### config.mk
export PLATFORM = sky130hd
export DESIGN_NAME = fifo_write_arbiter
export DESIGN_NICKNAME = d
export VERILOG_FILES = /design/src/rtl/fifo_arb_pkg.sv /design/src/rtl/rr_picker.sv /design/src/rtl/fifo_write_arbiter.sv
export SDC_FILE = /design/constraint.sdc
export NUM_CORES = 1
export LEC_CHECK = 0
export BUFFER_PORTS_ARGS = -buffer_cell sky130_fd_sc_hd__buf_2
export CAP_MARGIN = 15
export CORE_MARGIN = 5
export CORE_UTILIZATION = 25
export DETAILED_ROUTE_END_ITERATION = 10
export PLACE_DENSITY = 0.69
export SLEW_MARGIN = 15
export SYNTH_ARGS = -nofsm -noshare
export SYNTH_HDL_FRONTEND = slang
export SYNTH_SLANG_ARGS = --single-unit
### constraint.sdc
create_clock -name clk -period 1.49 [get_ports clk]
set_input_delay 0.0745 -clock clk [delete_from_list [all_inputs] [get_ports clk]]
set_output_delay 0.0745 -clock clk [all_outputs]
set_load 0.005 [all_outputs]
### src/rtl/fifo_arb_pkg.sv
// Shared definitions for the FIFO write arbiter: FSM encoding and index-width helper.
package fifo_arb_pkg;

  typedef enum logic {
    ST_IDLE  = 1'b0,
    ST_GRANT = 1'b1
  } arb_state_e;

  // Width of an index into n requesters; never narrower than one bit.
  function automatic int idx_w(input int n);
    return (n <= 2) ? 1 : $clog2(n);
  endfunction

endpackage

### src/rtl/rr_picker.sv
// Combinational round-robin picker: first asserted request after i_last_grant, with wrap.
module rr_picker
  import fifo_arb_pkg::*;
#(
  parameter int NUM_REQ = 4
) (
  input  logic [NUM_REQ-1:0]            i_req,
  input  logic [idx_w(NUM_REQ)-1:0]     i_last_grant,
  output logic [idx_w(NUM_REQ)-1:0]     o_idx,
  output logic                          o_any
);

  localparam int IW = idx_w(NUM_REQ);

  logic [IW-1:0] w_cand;

  // NUM_REQ is a power of two, so the IW-bit sum wraps naturally; k == NUM_REQ revisits last_grant.
  always_comb begin
    o_idx  = '0;
    o_any  = 1'b0;
    w_cand = '0;
    for (int k = 1; k <= NUM_REQ; k++) begin
      w_cand = i_last_grant + IW'(k);
      if (!o_any && i_req[w_cand]) begin
        o_any = 1'b1;
        o_idx = w_cand;
      end
    end
  end

endmodule

### src/rtl/fifo_write_arbiter.sv
// Round-robin arbiter granting one producer at a time bursts of up to MAX_BURST words
// into a shared FIFO write port. Handshake: a word moves when req_valid[i] && req_ready[i].
module fifo_write_arbiter
  import fifo_arb_pkg::*;
#(
  parameter int NUM_REQ   = 4,
  parameter int DATA_W    = 32,
  parameter int MAX_BURST = 8
) (
  input  logic                          clk,
  input  logic                          rst,
  input  logic                          clk_en,
  input  logic [NUM_REQ-1:0]            req_valid,
  input  logic [NUM_REQ*DATA_W-1:0]     req_data,
  output logic [NUM_REQ-1:0]            req_ready,
  input  logic                          fifo_full,
  output logic                          fifo_write_request,
  output logic [DATA_W-1:0]             fifo_write_data,
  output logic [idx_w(NUM_REQ)-1:0]     grant_id,
  output logic                          busy
);

  localparam int IW = idx_w(NUM_REQ);
  localparam int CW = $clog2(MAX_BURST + 1);

  arb_state_e    r_state, w_state_nxt;
  logic [IW-1:0] r_grant_id, w_grant_nxt;
  logic [IW-1:0] r_last_grant, w_last_nxt;
  logic [CW-1:0] r_cnt, w_cnt_nxt;
  logic [IW-1:0] w_pick_idx;
  logic          w_pick_any;
  logic          w_owner_valid;
  logic          w_ready;
  logic          w_xfer;

  rr_picker #(.NUM_REQ(NUM_REQ)) u_picker (
    .i_req        (req_valid),
    .i_last_grant (r_last_grant),
    .o_idx        (w_pick_idx),
    .o_any        (w_pick_any)
  );

  // rst gates the strobe so a reset landing mid-burst never commits a word.
  assign w_owner_valid = req_valid[r_grant_id];
  assign w_ready       = (r_state == ST_GRANT) && clk_en && !fifo_full && !rst;
  assign w_xfer        = w_ready && w_owner_valid;

  always_comb begin
    req_ready             = '0;
    req_ready[r_grant_id] = w_ready;
  end

  assign fifo_write_request = w_xfer;
  assign fifo_write_data    = req_data[int'(r_grant_id)*DATA_W +: DATA_W];
  assign grant_id           = r_grant_id;
  assign busy               = (r_state == ST_GRANT);

  always_comb begin
    w_state_nxt = r_state;
    w_grant_nxt = r_grant_id;
    w_last_nxt  = r_last_grant;
    w_cnt_nxt   = r_cnt;
    if (clk_en) begin
      case (r_state)
        ST_IDLE: begin
          if (w_pick_any) begin
            w_state_nxt = ST_GRANT;
            w_grant_nxt = w_pick_idx;
          end
        end
        ST_GRANT: begin
          // Full stalls leave w_xfer low, so the counter only moves on real transfers.
          if (!w_owner_valid || (w_xfer && r_cnt == CW'(MAX_BURST - 1))) begin
            w_state_nxt = ST_IDLE;
            w_last_nxt  = r_grant_id;
            w_cnt_nxt   = '0;
          end else if (w_xfer) begin
            w_cnt_nxt = r_cnt + CW'(1);
          end
        end
        default: w_state_nxt = ST_IDLE;
      endcase
    end
  end

  always_ff @(posedge clk) begin
    if (rst) begin
      r_state      <= ST_IDLE;
      r_grant_id   <= '0;
      r_last_grant <= IW'(NUM_REQ - 1);
      r_cnt        <= '0;
    end else begin
      r_state      <= w_state_nxt;
      r_grant_id   <= w_grant_nxt;
      r_last_grant <= w_last_nxt;
      r_cnt        <= w_cnt_nxt;
    end
  end

endmodule

* Yosys cells after proc, flatten, opt, wreduce, memory -nomap -nowiden *
Index checks and enable logic that the tools add are counted.

operators by class
  $lt $le $gt $ge = 6
  shift operators = 1
  eq/ne operators = 1
  multiplexer cells = 25
  reductions and logical operators = 20
  bitwise operators = 2
  $add $sub $neg = 4

operators with widths
  operator                                             number
  variable part select 128 x 8 -> 32 bit               1
  < comparator 2 x 3 -> 1 bit, second input constant   5
  2-to-1 mux 1 bit                                     12
  binary-select mux 1 bit (select 2 bit)               5
  logical AND 1 bit                                    9
  AND reduction 3 bit                                  3
  2-to-1 mux 2 bit                                     4
  2-to-1 mux 4 bit                                     2
  logical NOT 1 bit                                    6
  adder 2 bit, second input constant                   2
  adder 4 x 1 -> 4 bit, second input constant          1
  bitwise AND 4 bit                                    1
  equality test 4 x 3 -> 1 bit, second input constant  1
  adder 2 x 1 -> 2 bit, second input constant          1
  demux 1 bit (select 2 bit)                           1
  >= comparator 2 x 1 -> 1 bit, second input constant  1
  one-hot mux 1 bit (2 select lines)                   1
  nonzero test 2 bit                                   1
  logical OR 1 bit                                     1
  inverter 1 bit                                       1

storage, ports and cells
  output and inout bits = 40
  word-level logic and storage cells = 63
  bits in registers = 9

* Logic depth before layout (Yosys ltp) *
  depth in word-level cells = 15
  gate-level depth with buffers = 6

* By module *
From an unflattened synthesis, not the netlist that was laid out.

unflattened totals
  cells, all modules = 107
  area total of the unflattened synthesis = 1353.8 um^2

by module, submodules not included
  module              area an instance (um^2)  cells an instance  sequential area each (um^2)  instances
  fifo_write_arbiter  1262.5                   93                 180.2                        1
  rr_picker           91.3                     14                 0.0                          1

* Least setup slack after synthesis *
No wires, ideal clock.

  path kind = register -> register
  start = register r_grant_id[1] (netlist: grant_id[1])
  end = register r_cnt[1]
  buffers on the path = 0
  clock period less this slack = 1.524 ns
  setup slack = -0.034 ns
  data arrival time = 1.409 ns
  data required time = 1.375 ns
  setup time = 0.115 ns
  stages on the path, launching flop included = 5
  cells stage by stage = dfxtp_1 > mux4_2 > a21oi_2 > mux2i_1 > nor2_1

on the way
  word-level cells in the longest chain between the ends = 7
  elaborated cells on any way between the ends = 9

ends and longest elaborated chain
  what                                      line                      text
  start: declaration                        fifo_write_arbiter.sv:27  logic [IW-1:0] r_grant_id, w_grant_nxt;
  start signal: assignment                  fifo_write_arbiter.sv:94  r_grant_id <= w_grant_nxt;
  binary-select mux 1 bit (select 2 bit) *  fifo_write_arbiter.sv:44  assign w_owner_valid = req_valid[r_grant_id];
  2-to-1 mux 1 bit (not written as such) *  fifo_write_arbiter.sv:44
  logical AND 1 bit                         fifo_write_arbiter.sv:46  assign w_xfer = w_ready && w_owner_valid;
  logical AND 1 bit                         fifo_write_arbiter.sv:73  if (!w_owner_valid || (w_xfer && r_cnt == CW'(MAX_BURST - 1))) begin
  logical OR 1 bit                          fifo_write_arbiter.sv:73
  nonzero test 2 bit (no source line)       --
  AND reduction 3 bit (no source line)      --
  end signal: assignment                    fifo_write_arbiter.sv:96  r_cnt <= w_cnt_nxt;
  end: declaration                          fifo_write_arbiter.sv:29  logic [CW-1:0] r_cnt, w_cnt_nxt;

Every way passes the cells marked *; elsewhere a longest branch is shown, timed or not. The select of a mux whose other input is x is not followed.
A chain may end at the register's enable or synchronous reset.

* Worst setup path after layout *
  start = register r_grant_id[1] (netlist: grant_id[1])
  end = output port fifo_write_request

on the way
  word-level cells in the longest chain between the ends = 3

ends and longest elaborated chain
  what                                    line                      text
  binary-select mux 1 bit (select 2 bit)  fifo_write_arbiter.sv:44
  2-to-1 mux 1 bit (not written as such)  fifo_write_arbiter.sv:44
  logical AND 1 bit                       fifo_write_arbiter.sv:46
  end: declaration                        fifo_write_arbiter.sv:17  output logic fifo_write_request,

No other way between the ends. The select of a mux whose other input is x is not followed.

==> flow_summary.json <==
{
  "status": "complete, but fails checks",
  "failed_checks": "negative setup slack",
  "num_io_pins": 176,
  "cts_tree": "done",
  "power.total_mw": 1.287,
  "clk_pin_slew_ns": 0.04,
  "power.density_nw_per_um2": 514.5,
  "worst_ep_arrival_time_ns": 1.49,
  "ys_seq_area_share_pct": 13.45,
  "synth.most_common_cell": "mux4_2",
  "drc": 0,
  "clkPwrFrac_pct": 22.7,
  "total_leakage_power_nw": 1.184,
  "wl_per_cell_um": 16.98,
  "rr_worst_depth": 4,
  "hp-start": "rst",
  "ys_ff_latch": 9,
  "syn_area_um2": 1340,
  "syn_inst": 106,
  "comb_power_share_pct": 56.3,
  "gp_congestion": 0.8600,
  "ant_nets": 0,
  "antenna_cells": 0,
  "grt_max_degree": 40,
  "critPathRequiredTime_ns": 1.42,
  "dp.final_hpwl_um": 5200,
  "swShare_pct": 29.76,
  "worstSetupEndpointType": "output pin",
  "clk_latency_ns": 0.24,
  "yosysTopAreaCellShare_pct": 55.46,
  "ys_types": 36,
  "grt_pass1_wl_um": 9363,
  "hold_ws_ns": 0.1006,
  "timing.final.crit_share_pct": 104.8,
  "fin_ws_ns": -0.07187,
  "numCtsBuffers": 3,
  "grt_usage_pct": 16.32,
  "grt_pass1_vias": 1836,
  "fmax_ghz": 0.6403,
  "first_pass_iters": 4,
  "cap_violations": 0,
  "whs_path_depth": 2,
  "via_per_inst": 4.796,
  "ys_warn_count": 0,
  "antenna_found_initial": 1,
  "die_h_um": 83.21,
  "drive_gt1_share_pct": 81.88,
  "layout-area-overhead-vs-synth_pct": 86.74,
  "design.core.area_um2": 5172,
  "synth_flop_cell": "dfxtp_1",
  "min_path_type": "primary input to flop",
  "die_area_um2": 6924,
  "htree_levels": 1,
  "clockBufferDepth": 2,
  "rsz0062_at_grt": "yes",
  "cp_max_fo": 6,
  "via_count": 1712,
  "synth_edf_count": 0,
  "drtIter0Drc": 54,
  "yosys-top-cells-count": "mux4_2, nor2_1, dfxtp_1",
  "initial_core_util_pct": 25.91,
  "ir_drop_mv": 0.4562,
  "fp-row-count": 26,
  "gr-total-overflow": 0,
  "hold_viol_final": 0,
  "seqPwrFrac_pct": 21.0,
  "tns_ns": -1.339,
  "rrSetupSlack_ns": -0.04,
  "synth_nets": 243,
  "synth.area.top_cells": "mux4_2, dfxtp_1, nor2_1",
  "p_sw_mw": 0.3831,
  "drv_slew": 0,
  "die_x_um": 83.21,
  "worstSetupStartpointType": "flop",
  "async_flop_share_pct": 0,
  "cts.sinks": 9,
  "cellInternalPower_mw": 0.9043,
  "stdcell_area_um2": 2502,
  "path_class": "flop to output pin",
  "min_period_ns": 1.562,
  "tightestPinTransition_ns": 0.5051,
  "r2r_start": "grant_id[1]",
  "num-nets-final": 425,
  "reg2reg_to": "r_last_grant[1]",
  "placed_cell_area_um2": 2326,
  "relSlewSlack_pct": 65.89,
  "setup_viol_count_final": 36,
  "cts_root_buf": "clkbuf_8",
  "yosysTopAreaCell": "mux4_2",
  "hold_end": "grant_id[1]",
  "final_util_pct": 48.38,
  "fin_skew_ns": 0.001917,
  "synth_area_per_cell_um2": 12.64,
  "io_buffer_count": 175,
  "routed_wl_um": 6062
}
-- metal layers --
layer,vias to the layer above,global-route usage [%],share of wire [%]
li1,809,-,-
met1,812,18.03,37
met2,84,31.27,55
met3,5,4.455,7.5
met4,2,2.675,0.59
met5,-,0,0.18
-- cell usage in the layout, fill, tap and decap left out, types with 2 or more instances in the layout --
cell type,instances
a21oi_1,3
a21oi_4,2
buf_12,2
buf_2,170
buf_4,6
buf_6,8
clkbuf_8,3
dfxtp_1,7
inv_1,2
mux2i_1,4
mux4_2,33
nand2_1,4
nand3_1,2
nand3b_1,2
nor2_1,10
nor2_2,2
o21ai_0,3
xnor2_1,3
-- logic make-up (layout without fill, tap and decap cells) --
family	after synthesis	count (layout)	share of synthesized area (%)
AO/OA/AOI/OAI	17	17	9.804
XOR/XNOR	3	3	1.961
adder cells (fa/ha/maj)	1	1	0.9336
buffers and inverters	12	193	5.042
flip-flops	9	9	13.45
multiplexers	37	37	58.45
AND/OR/NAND/NOR	27	27	10.37
-- power groups by stage --
stage | registers (mW) | logic, mW | clock network (mW)
after CTS | 0.270 | 0.700 | 0.298
after global routing | 0.273 | 0.786 | 0.304
after detailed placement | 0.272 | 0.670 | 0
final | 0.270 | 0.724 | 0.293
after floorplan | 0.269 | 0.334 | 0
after global placement | 0.272 | 0.659 | 0
-- how the worst max path moves through the flow --
stage / startpoint / end / slack (ns) / depth (start not counted)
CTS: grant_id[0] / fifo_write_data[11] / -0.08 / 3
global route: grant_id[0] / r_last_grant[1] / -0.13 / 5
floorplan: grant_id[1] / r_cnt[1] / -0.02 / 4
global placement: grant_id[1] / r_cnt[1] / 0.03 / 4
detailed placement: grant_id[1] / r_last_grant[1] / -0.004 / 4
finish: grant_id[1] / fifo_write_request / -0.07 / 3
-- critical path, stage by stage (launching register included) --
cell,delay (ns)
dfxtp_2,0.34
mux4_2,0.62
and2_4,0.19
buf_6,0.10
-- stage by stage --
step                      setup slack (ns)  std cells
after CTS                         -0.08429        356
after global placement             0.02956        350
final                             -0.07187        357
after global routing               -0.1283        357
after detailed placement         -0.003749        350
after floorplan                   -0.01976        106
-- repair_timing --
action | CTS | global route
setup endpoints to repair | 34 | 41
cloned | 1 | 0
pin swaps | 0 | 1
hold buffers | 0 | 0
setup buffers | 1 | 1
gates resized for setup | 6 | 13
-- cell type report --
| class | count | area, µm² |
|---|---|---|
| multi-input cells | 85 | 1124 |
| well taps | 70 | 87.58 |
| clock buffers | 4 | 45.04 |
| flip-flops and latches | 9 | 185.2 |
| fillers | 492 | 2670 |
| inverters | 2 | 7.507 |
| repair buffers | 187 | 1054 |
-- registers in the layout (all words and copies together) (netlist names) --
name and flops:
busy 1, r_cnt 4, r_last_grant 2, grant_id 2
Note: power is estimated with default switching activity, not from simulation.
